===== src/rtl/comparator_seq_nib.sv =====
// Sequential nibble-serial magnitude comparator.
// Captures two unsigned operands and compares them one nibble per cycle,
// most significant nibble first, stopping at the first nibble that differs.
// The result flags and the count of examined nibbles hold until the next result.
module comparator_seq_nib #(
  parameter int NIB = 4
) (
  input  logic             clk,
  input  logic             rst,
  input  logic             start,
  input  logic [4*NIB-1:0] A,
  input  logic [4*NIB-1:0] B,
  output logic             busy,
  output logic             done,
  output logic             Eq,
  output logic             Gt,
  output logic             Sm,
  output logic [3:0]       nib_used
);

  localparam int IDXW = (NIB > 1) ? $clog2(NIB) : 1;

  typedef enum logic [1:0] {
    S_IDLE = 2'd0,
    S_CMP  = 2'd1,
    S_DONE = 2'd2
  } state_t;

  state_t            state_q, state_d;
  logic [4*NIB-1:0]  a_q, a_d;
  logic [4*NIB-1:0]  b_q, b_d;
  logic [IDXW-1:0]   idx_q, idx_d;
  logic              eq_q, eq_d;
  logic              gt_q, gt_d;
  logic              sm_q, sm_d;
  logic [3:0]        used_q, used_d;

  // Captured operands split into nibble lanes so the active lane is a plain index.
  logic [3:0] a_nib [NIB];
  logic [3:0] b_nib [NIB];

  genvar gi;
  generate
    for (gi = 0; gi < NIB; gi++) begin : g_lane
      assign a_nib[gi] = a_q[4*gi +: 4];
      assign b_nib[gi] = b_q[4*gi +: 4];
    end
  endgenerate

  logic [3:0] cur_a, cur_b;
  logic       nib_eq, nib_gt;

  assign cur_a  = a_nib[idx_q];
  assign cur_b  = b_nib[idx_q];
  assign nib_eq = (cur_a == cur_b);
  assign nib_gt = (cur_a > cur_b);

  // State, operand capture, index and result registers.
  always_ff @(posedge clk or posedge rst) begin
    if (rst) begin
      state_q <= S_IDLE;
      a_q     <= '0;
      b_q     <= '0;
      idx_q   <= '0;
      eq_q    <= 1'b0;
      gt_q    <= 1'b0;
      sm_q    <= 1'b0;
      used_q  <= '0;
    end else begin
      state_q <= state_d;
      a_q     <= a_d;
      b_q     <= b_d;
      idx_q   <= idx_d;
      eq_q    <= eq_d;
      gt_q    <= gt_d;
      sm_q    <= sm_d;
      used_q  <= used_d;
    end
  end

  // Next-state logic: capture in IDLE, walk nibbles in CMP, one-cycle DONE.
  always_comb begin
    state_d = state_q;
    a_d     = a_q;
    b_d     = b_q;
    idx_d   = idx_q;
    eq_d    = eq_q;
    gt_d    = gt_q;
    sm_d    = sm_q;
    used_d  = used_q;
    case (state_q)
      S_IDLE: begin
        if (start) begin
          a_d     = A;
          b_d     = B;
          idx_d   = IDXW'(NIB - 1);
          state_d = S_CMP;
        end
      end
      S_CMP: begin
        if (!nib_eq) begin
          // First differing nibble decides the whole comparison.
          eq_d    = 1'b0;
          gt_d    = nib_gt;
          sm_d    = !nib_gt;
          used_d  = 4'(NIB) - 4'(idx_q);
          state_d = S_DONE;
        end else if (idx_q != '0) begin
          idx_d = idx_q - 1'b1;
        end else begin
          eq_d    = 1'b1;
          gt_d    = 1'b0;
          sm_d    = 1'b0;
          used_d  = 4'(NIB);
          state_d = S_DONE;
        end
      end
      S_DONE: begin
        state_d = S_IDLE;
      end
      default: begin
        state_d = S_IDLE;
      end
    endcase
  end

  assign busy     = (state_q == S_CMP);
  assign done     = (state_q == S_DONE);
  assign Eq       = eq_q;
  assign Gt       = gt_q;
  assign Sm       = sm_q;
  assign nib_used = used_q;

endmodule


===== config.mk =====
export PLATFORM = sky130hd
export DESIGN_NAME = comparator_seq_nib
export DESIGN_NICKNAME = d
export VERILOG_FILES = /design/src/rtl/comparator_seq_nib.sv
export SDC_FILE = /design/constraint.sdc
export NUM_CORES = 1
export LEC_CHECK = 0
export BUFFER_PORTS_ARGS = -buffer_cell sky130_fd_sc_hd__buf_4
export CAP_MARGIN = 40
export CORE_MARGIN = 10
export CORE_UTILIZATION = 53
export CTS_CLUSTER_SIZE = 24
export DETAILED_ROUTE_END_ITERATION = 16
export PLACE_DENSITY_LB_ADDON = 0.1
export REMOVE_ABC_BUFFERS = 1
export SLEW_MARGIN = 10
export SYNTH_ARGS = -nofsm -noshare
export SYNTH_HDL_FRONTEND = slang
export SYNTH_SLANG_ARGS = --single-unit

===== constraint.sdc =====
create_clock -name clk -period 4.1 [get_ports clk]
set_clock_uncertainty 0.15 [all_clocks]
set_input_delay 1.23 -clock clk [delete_from_list [all_inputs] [get_ports clk]]
set_output_delay 1.23 -clock clk [all_outputs]
set_load 0.05 [all_outputs]

; ---- Word-level counts from Yosys, hierarchy flattened
; Cells that the tools add are included.
[word_totals]
regBits = 43
latch_bits = 0
ramBits = 0
rom_bits = 0
in_bits = 35
out_inout_bits = 9
wordCells = 50
n_memories = 0
[op_classes]
n_addsub = 2
multipliers = 0
div = 0
magnitude_cmp = 2
eq_ne = 8
n_shift = 0
muxes = 21
bitwise_logic = 1
n_reduce_logical = 8
[op_table]
columns = op, count
row1 = 4-bit two-way mux, 6
row2 = 4-bit binary-select mux with 2-bit select, 2
row3 = 2-bit two-way mux, 6
row4 = 2-bit one-hot mux with 2 select lines, 2
row5 = 2-bit AND reduction, 3
row6 = 1-bit two-way mux, 5
row7 = 4-bit equality test, 1
row8 = 4-bit > comparator, 1
row9 = "2-bit by 1-bit != test with 1-bit output, second input constant", 2
row10 = "2-bit != test, second input constant", 2
row11 = 4-bit AND reduction, 1
row12 = 2-bit nonzero test, 2
row13 = "3-bit by 2-bit subtractor with 4-bit output, first input constant", 1
row14 = "3-bit >= comparator, second input constant", 1
row15 = "3-bit != test, second input constant", 1
row16 = 2-bit NOT with 3-bit output, 1
row17 = "2-bit by 1-bit equality test with 1-bit output, second input constant", 1
row18 = "2-bit equality test, second input constant", 1
row19 = 2-bit zero test, 1
row20 = "2-bit by 1-bit subtractor with 2-bit output, second input constant", 1
row21 = 1-bit zero test, 1

; ---- Depth between registers and ports, before layout
; Gate-level depths: netlist of the first run.
[depth]
depth_word = 7
ltp_mapped = 8
depth_no_buf = 7

; ---- Worst setup path after synthesis of the first run
; No wires, ideal clock.
[synth_path]
kind = reg-to-output
from = register state_q[1]
to = output port done
t_arrival_ns = 1.113
required_time_ns = 2.720
setup_slack_ns = 1.607
path_stages_with_launch = 2
n_path_buf = 0
cell_sequence = dfrtp_1 -> nor2b_1
[synth_between]
elab_chain_cells = 1
[synth_rtl]
columns = element, line_no
row1 = start: declaration, 29  ; state_t state_q, state_d;
row2 = start signal: assignment, 70  ; state_q <= state_d;
row3 = 2-bit equality test, 128  ; assign done = (state_q == S_DONE);
row4 = end: declaration, 14  ; output logic done,
; Every way passes these cells.

; ---- Worst setup path after layout of the first run
[layout_path]
from = register state_q[0]
to = output port busy
[layout_between]
elab_chain_cells = 1
[layout_rtl]
columns = element, line_no
row1 = 2-bit by 1-bit equality test with 1-bit output, 127  ; assign busy = (state_q == S_CMP);
row2 = end: declaration, 13  ; output logic busy,
; Every way passes these cells.

==> impl_results.md, run 1 <==
- Status: complete, no violations
- Synth area leader: dfrtp_1
- Rel. slew slack: 56.5%
- Share of cells above drive strength 1: 52.9%
- Detail Placement HPWL: 2780 um
- Final setup TNS: 0 ns
- DR vias: 1161
- Most instantiated cells after synthesis: 42 x dfrtp_1, 30 x mux2_2, 9 x inv_1, 8 x mux4_2
- Slowest stage delay, CP: 0.45 ns
- CP Cell Sequence: nor2b_1, buf_4
- Tightest Pin Transition: 0.651 ns
- Synth Area per Inst: 14.7 um2
- Sequential share of power: 42.2%
- P_leak: 0.00110 uW
- Clk pwr share: 15.4%
- Pin count of the biggest net entering global routing: 36
- Most common cell in the netlist: dfrtp_1
- Ys flop type: dfrtp_1
- Hold Buf Count CTS: 0
- Initial antenna violation count: 0
- Register bit count reported by yosys: 42
- Worst r2r src: idx_q[0]
- Pwr dens: 738 nW/um2
- Grt ovf: 0
- Floorplan row count: 21
- Die height: 80.1 um
- Setup crit end kind: output port
- Die area: 6420 um2
- Antenna viol nets, final: 0
- Drt drc: 0
- Buffers on Ports: 42
- Post-synthesis sequential area ratio: 54.8%
- Gate power share: 42.3%
- CTS tree: yes
- WP data required: 2.72 ns
- Peak supply drop: 0.370 mV
- Post-CTS setup buffers: 0
- Starting Density: 56.1%
- Area share of the largest cell type after synthesis: 54.8%
- I/O pin total: 44
- Final Max Slew Viols: 0
- Asr flop ratio synth: 100%
- First-pass GRT wire length: 5990 um
- Vias in the first global route: 1356
- Area of the multi-input gates: 776 um2
- Internal power: 1140 uW
- Worst Path Arrival: 1.51 ns
- Core area: 3420 um2
- Tcrit/Tclk final: 70.4%
- Post_cts resized: 0
- Worst hold margin: 0.349 ns
- R2r setup slk: 1.48 ns
- CTS H-tree depth: 2
- Switching Fraction: 33.7%
- Cells after Synth: 130
- Final Setup Violations: 0
- Nets@finish: 214
- Reg clk slew, reported paths: 0.11 ns
- Routed vias/inst: 5.28
- Path type of the worst setup path: flip-flop to output port
- FILL cells: 282
- Synth area leaders: dfrtp_1 55%, mux2_2 18%, mux4_2 9.4%
- Post-synth EDFFs: 0
- Max FO, Critical Path: 7
- WL/cell: 16.2 um
- Initial detailed-routing violation count: 27
- NetSw: 579 uW
- Setup crit start kind: flip-flop
- Num CTS Buffers: 5
- Core Util, Final: 68.2%
- Yosys warning count: 0
- Reg2reg path depth: 5
- Die span in x: 80.1 um
- Post-Route WL: 3570 um
- Gpl congestion: 0.808
- Area growth from synthesis to layout: 21.5%
- Clk Latency, worst-skew pair: 0.35 ns
- Worst setup path end: busy
- CTS Sinks: 42
- Slowest stage cell, crit path: nor2b_1
- Fmax: 0.347 GHz
- Router iterations before antenna repair: 4
- RSZ-0062 raised after global routing: false
- Reg2reg end: Gt
- Post-Syn Area: 1920 um2
- Maxcap violations: 0
- Tmin final: 2.89 ns
- Final hold vios: 0
- Synth unique cells: 22
- CTS root buf: clkbuf_4
- CP Launch Point: state_q[0]
- Sequential Area: 1050 um2
- Number of inserted diodes: 0
- Total GRT Usage: 11.8%
- Maximum root-to-sink buffer count: 2
- Worst Hold Class: flip-flop to flip-flop
power groups by stage:
stage	Sequential [uW]	Clock, uW	Combinational (uW)
2_1_floorplan	752	0	523
3_3_place_gp	729	0	710
3_5_place_dp	742	0	736
4_1_cts	731	273	738
5_1_grt	754	293	807
6_report	726	265	727
placed cells by master, fill, tap and decap left out, types with 3 or more instances in the layout:
| master | instances |
|---|---|
| buf_4 | 44 |
| dfrtp_1 | 42 |
| mux2_2 | 30 |
| inv_1 | 9 |
| mux4_2 | 8 |
| a21oi_1 | 5 |
| ha_1 | 5 |
| clkbuf_4 | 5 |
| nand2_1 | 4 |
| o21ai_0 | 3 |
| a22o_1 | 3 |
per-layer routing:
layer | wire length (um) | part of all wire, % | track usage (%) | up-vias
met5 | 0 | 0 | 0 | -
met4 | 38 | 1.1 | 2.64 | 0
met3 | 225 | 6.3 | 6.01 | 4
met2 | 1840 | 52 | 19.7 | 30
met1 | 1460 | 41 | 13.0 | 576
li1 | - | - | - | 551
per-stage QoR:
stage	cells	area, um2	power, uW	worst slack, ns
3_5_place_dp	213	2250	1480	1.50
6_report	220	2330	1720	1.21
3_3_place_gp	213	2250	1440	1.56
2_1_floorplan	123	1860	1270	1.25
5_1_grt	220	2330	1850	1.13
4_1_cts	220	2330	1740	1.23
area by class of cell:
| class | count | share of cell area, % |
|---|---|---|
| clock inverters | 1 | 1.29 |
| repair buffers | 44 | 14.2 |
| multi-input cells | 72 | 33.3 |
| clock buffers | 6 | 2.20 |
| flip-flops and latches | 42 | 45.1 |
| inverters | 9 | 1.45 |
| well taps | 46 | 2.47 |
worst min path at each step:
| stage | cells past startpoint | slack [ns] | to | startpoint |
|---|---|---|---|---|
| floorplan | 1 | 0.30 | a_q[9] | a_q[9] |
| global placement | 1 | 0.32 | a_q[9] | a_q[9] |
| detailed placement | 1 | 0.33 | a_q[13] | a_q[13] |
| CTS | 1 | 0.36 | a_q[13] | a_q[13] |
| global route | 1 | 0.37 | a_q[9] | a_q[9] |
| finish | 1 | 0.35 | a_q[13] | a_q[13] |
logic make-up after synthesis:
| group | count (synthesis) | synth area share [%] |
|---|---|---|
| flip-flops | 42 | 54.8 |
| multiplexers | 40 | 28.2 |
| buffers and inverters | 16 | 4.70 |
| AND/OR/NAND/NOR | 14 | 5.09 |
| AO/OA/AOI/OAI | 12 | 3.72 |
| adder cells (fa/ha/maj) | 5 | 3.26 |
| other | 1 | 0.196 |
registers in the layout (all words and copies together), names as in the netlist:
signal / count
Eq: 1
Gt: 1
Sm: 1
a_q: 16
b_q: 16
idx_q: 2
nib_used: 3
state_q: 2
critical path: cells and delay by family, from the launching register on:
kind	cells	cell delay, ns
simple gates	1	0.45
flops	1	0.41
buf+inv	1	0.29
(Power assumes the default switching activity.)
==> run 2, diff against run 1 <==
--- a/config.mk
+++ b/config.mk
@@ -8,7 +8,7 @@
 export BUFFER_PORTS_ARGS = -buffer_cell sky130_fd_sc_hd__buf_4
 export CAP_MARGIN = 40
 export CORE_MARGIN = 10
-export CORE_UTILIZATION = 53
+export CORE_UTILIZATION = 48
 export CTS_CLUSTER_SIZE = 24
 export DETAILED_ROUTE_END_ITERATION = 16
 export PLACE_DENSITY_LB_ADDON = 0.1
==> constraint.sdc (replaced) <==
create_clock -name clk -period 2.3 [get_ports clk]
set_clock_uncertainty 0.15 [all_clocks]
set_input_delay 0.69 -clock clk [delete_from_list [all_inputs] [get_ports clk]]
set_output_delay 0.69 -clock clk [all_outputs]
set_load 0.05 [all_outputs]
==> impl_results.md, run 2 (synthesized netlist as in run 1, its figures left out) <==
- Hold Path End: nib_used[0]
- Commonest non-fill, non-tap cells in the layout: 49 x buf_4, 42 x dfrtp_1, 30 x mux2_2
- Pwr dens: 1320 nW/um2
- Gpl congestion: 0.733
- Clk Latency, worst-skew pair: 0.29 ns
- Setup crit start kind: flip-flop
- Final Setup Violations: 2
- WL/cell: 15.8 um
- Tightest Pin Transition: 0.523 ns
- Pin count of the biggest net entering global routing: 43
- Drt drc: 0
- CTS tree: yes
- Crit path depth: 7
- P_leak: 0.00113 uW
- Num CTS Buffers: 5
- Area of the multi-input gates: 805 um2
- Vias in the first global route: 1305
- Worst hold start: nib_used[0]
- Router iterations before antenna repair: 2
- Nets@finish: 220
- Die height: 83.2 um
- Total GRT Usage: 10.6%
- Initial antenna violation count: 0
- FILL cells: 298
- Reg2reg path depth: 7
- DR vias: 1171
- Die area: 6920 um2
- CP Cell Sequence: buf_4, mux4_2, ha_4, nand4_1, nor3b_4, nor3_1, a21oi_1
- First-pass GRT wire length: 6040 um
- Area growth from synthesis to layout: 26.7%
- I/O pin total: 44
- Routed vias/inst: 5.11
- Tmin final: 2.32 ns
- Post-Route WL: 3610 um
- Starting Density: 50.8%
- RSZ-0062 raised after global routing: true
- Status: finished, violations left
- Final Max Slew Viols: 0
- Tcrit/Tclk final: 101%
- Buffers on Ports: 42
- CTS root buf: clkbuf_8
- Post-CTS setup buffers: 0
- Setup ws final: -0.0176 ns
- Hold Buf Count CTS: 0
- Peak supply drop: 0.583 mV
- Rel. slew slack: 65.2%
- Dpl cell area: 2310 um2
- WP buf/inv: 1
- Slowest stage cell, crit path: mux4_2
- Path type of the worst setup path: flip-flop to flip-flop
- Die span in x: 83.2 um
- Slowest stage delay, CP: 0.53 ns
- Worst hold margin: 0.356 ns
- R2r setup slk: -0.02 ns
- Reg2reg end: idx_q[0]
- Violated checks: setup timing
- Maxcap violations: 0
- Grt ovf: 0
- Detail Placement HPWL: 2780 um
- Max FO, Critical Path: 5
- Worst Hold Class: flip-flop to flip-flop
- CTS H-tree depth: 2
- Post_cts resized: 0
- Worst hold stages: 2
- Sequential Area: 1050 um2
- Family with the most delay on the worst path: simple AND/OR/NAND/NOR gates
- CTS Sinks: 42
- Fmax: 0.431 GHz
- Core Util, Final: 64.4%
- Initial detailed-routing violation count: 62
- Number of inserted diodes: 0
- Antenna viol nets, final: 0
- Final hold vios: 0
- WP data required: 2.37 ns
- Share of cells above drive strength 1: 55.8%
- Most common cell after layout, fill and taps aside: buf_4
- Floorplan row count: 22
- Post-route cell area: 2430 um2
- Worst Path Arrival: 2.39 ns
- Core area: 3770 um2
- Reg clk slew, reported paths: 0.07 ns
- Worst r2r src: idx_q[0]
- Maximum root-to-sink buffer count: 2
- Setup crit end kind: flip-flop
==> run 2: changes by cell type in the layout (fill, tap and decap cells not counted) <==
cell / previous run / this run
o21ai_2: 0 / 1
buf_4: 44 / 49
buf_12: 0 / 1
bufinv_16: 1 / 0
clkbuf_4: 5 / 0
clkbuf_8: 1 / 6
clkbuf_1: 0 / 1
o21ai_1: 1 / 0
ha_4: 0 / 2
ha_1: 5 / 3
clkinv_2: 0 / 1
==> run 2: per-layer routing <==
layer | vias up | share of wire [%] | wire, um | GRT usage [%]
li1 | 559 | - | - | -
met1 | 574 | 45 | 1640 | 12.7
met2 | 32 | 47 | 1680 | 15.9
met3 | 6 | 6.6 | 237 | 5.18
met4 | 0 | 1.3 | 46 | 4.15
met5 | - | 0 | 0 | 0
==> run 2: how the worst max path moves through the flow <==
stage,to,slack (ns),startpoint
5_1_grt,idx_q[0],-0.18,idx_q[0]
6_report,idx_q[0],-0.02,idx_q[0]
3_5_place_dp,nib_used[1],0.02,idx_q[0]
3_3_place_gp,nib_used[1],0.05,idx_q[0]
2_1_floorplan,idx_q[0],-0.06,idx_q[0]
4_1_cts,idx_q[0],0.002,idx_q[0]
==> run 2: area by class of cell <==
type	count	area share [%]
Inverter	9	1.39
Sequential cell	42	43.3
Tap cell	48	2.47
Timing Repair Buffer	50	16.0
Multi-Input combinational cell	72	33.1
Clock buffer	7	3.55
Clock inverter	1	0.206
==> run 2: power breakdown <==
part           internal (uW)  switching [uW]
combinational            792             660
sequential              1080             196
clock                    242             232
total                   2120            1090
==> run 2: worst register-to-register path, cell delays in order, from the launching register on <==
cell and delay, ns:
dfrtp_1 0.37, buf_4 0.16, mux4_2 0.54, ha_4 0.29, nand4_1 0.23, nor3b_4 0.33, nor3_1 0.08, a21oi_1 0.11
==> run 2: through the flow <==
step	power, uW	cells	setup TNS, ns	setup slack (ns)
final	3200	229	-0.0216	-0.0176
after global routing	3450	229	-0.911	-0.182
after CTS	3170	229	0	0.00232
after detailed placement	2690	221	0	0.0152
after global placement	2640	221	0	0.0533
after floorplan	2270	123	-0.514	-0.0630
==> run 3, diff against run 2 <==
--- a/config.mk
+++ b/config.mk
@@ -5,12 +5,12 @@
 export SDC_FILE = /design/constraint.sdc
 export NUM_CORES = 1
 export LEC_CHECK = 0
-export BUFFER_PORTS_ARGS = -buffer_cell sky130_fd_sc_hd__buf_4
 export CAP_MARGIN = 40
 export CORE_MARGIN = 10
-export CORE_UTILIZATION = 48
+export CORE_UTILIZATION = 53
 export CTS_CLUSTER_SIZE = 24
 export DETAILED_ROUTE_END_ITERATION = 16
+export DONT_BUFFER_PORTS = 1
 export PLACE_DENSITY_LB_ADDON = 0.1
 export REMOVE_ABC_BUFFERS = 1
 export SLEW_MARGIN = 10
==> impl_results.md, run 3 (synthesized netlist as in run 1, its figures left out) <==
- Status: finished, violations left
- Violated checks: setup timing
- Share of cells above drive strength 1: 44.8%
- Antenna viol nets, final: 0
- CP Cell Sequence: buf_6, mux4_2, ha_4, nand4_1, buf_4, and2_4, a22o_1
- Most common cell after layout, fill and taps aside: dfrtp_1
- CTS tree: yes
- Drt drc: 0
- Gate power share: 42.8%
- CTS Sinks: 42
- CTS H-tree depth: 2
- Commonest non-fill, non-tap cells in the layout: 42 x dfrtp_1, 30 x mux2_2, 10 x buf_4
- Pin count of the biggest net entering global routing: 43
- Detail Placement HPWL: 2590 um
- Crit path depth: 7
- Maximum root-to-sink buffer count: 2
- Reg2reg path depth: 7
- Die span in x: 80.1 um
- Initial antenna violation count: 0
- Total GRT Usage: 10.9%
- Setup ws final: -0.0146 ns
- Pwr dens: 1430 nW/um2
- Worst Hold Class: primary input to async pin
- Tightest Pin Transition: 0.506 ns
- Final Setup Violations: 2
- Worst hold margin: 0.200 ns
- Sequential share of power: 45.3%
- Worst setup path end: Gt
- Path type of the worst setup path: flip-flop to flip-flop
- RSZ-0062 raised after global routing: true
- Family with the most delay on the worst path: multiplexers
- Core area: 3420 um2
- Number of inserted diodes: 0
- Clk pwr share: 12.0%
- P_leak: 0.000939 uW
- Worst r2r src: idx_q[0]
- Router iterations before antenna repair: 3
- Peak supply drop: 0.723 mV
- Slowest stage cell, crit path: mux4_2
- Die height: 80.1 um
- Internal power: 1980 uW
- Final Max Slew Viols: 0
- Fmax: 0.432 GHz
- Gpl congestion: 0.824
- Reg clk slew, reported paths: 0.11 ns
- R2r setup slk: -0.01 ns
- Final setup TNS: -0.0215 ns
- Max FO, Critical Path: 5
- Tmin final: 2.31 ns
- WP data required: 2.38 ns
- WP buf/inv: 2
- Dpl cell area: 2010 um2
- Clk Latency, worst-skew pair: 0.34 ns
- First-pass GRT wire length: 5490 um
- Post-route cell area: 2120 um2
- Hold Buf Count CTS: 0
- Grt ovf: 0
- WL/cell: 17.6 um
- Floorplan row count: 21
- Setup crit end kind: flip-flop
- Post-Route WL: 3330 um
- I/O pin total: 44
- Starting Density: 56.1%
- Num CTS Buffers: 5
- NetSw: 1050 uW
- Slowest stage delay, CP: 0.53 ns
- Maxcap violations: 0
- DR vias: 1063
- Tcrit/Tclk final: 101%
- Switching Fraction: 34.6%
- Routed vias/inst: 5.62
- Initial detailed-routing violation count: 19
- Buffers on Ports: 0
- CTS root buf: clkbuf_4
- Reg2reg end: Gt
- Rel. slew slack: 66.3%
- Area growth from synthesis to layout: 10.8%
- Final hold vios: 0
- Setup crit start kind: flip-flop
- Pre-CTS setup slack: -0.0394 ns
- CP Launch Point: idx_q[0]
- Die area: 6420 um2
- Nets@finish: 182
- Vias in the first global route: 1202
- Worst Path Arrival: 2.40 ns
-- run 3: cell count changes in the layout (fill, tap and decap cells not counted), sizes merged --
cell / before / now
buf: 50 / 12
-- run 3: metal layers --
metal | GRT usage (%) | up-vias | wire, um
met5 | 0 | - | 0
met4 | 5.63 | 0 | 92
met3 | 6.68 | 10 | 388
met2 | 17.0 | 39 | 1590
met1 | 11.4 | 526 | 1260
li1 | - | 488 | -
-- run 3: cell type report --
class | instances | area (um2)
repair buffers | 12 | 106
multi-input cells | 72 | 815
flip-flops and latches | 42 | 1050
fillers | 292 | 1290
inverters | 9 | 33.8
well taps | 46 | 57.6
clock buffers | 7 | 55.1
clock inverters | 1 | 5.00
-- run 3: through the flow --
step                instances  util, %  power, uW
global placement          179     58.7       2550
CTS                       188     61.3       3010
detailed placement        179     58.7       2590
global route              189     62.2       3280
finish                    189     62.2       3030
floorplan                 123        -       2270
-- run 3: worst min-delay path by stage --
stage	endpoint	cells after the start
3_3_place_gp	a_q[9]	1
4_1_cts	nib_used[2]	2
5_1_grt	a_q[7]	2
3_5_place_dp	a_q[14]	1
6_report	a_q[14]	2
2_1_floorplan	a_q[9]	1
-- run 3: power groups by stage --
stage	clock (uW)	combinational [uW]	sequential, uW
after global placement	0	1150	1400
after detailed placement	0	1190	1400
after CTS	384	1240	1380
after floorplan	0	932	1340
final	363	1300	1370
after global routing	411	1440	1420
-- run 3: timing repair --
item | 4_1_cts | 5_1_grt
pin swaps | 3 | 4
resized for setup | 3 | 5
setup buffers | 1 | 1
hold endpoints to repair | 0 | 0
endpoints found under the setup margin | 8 | 9
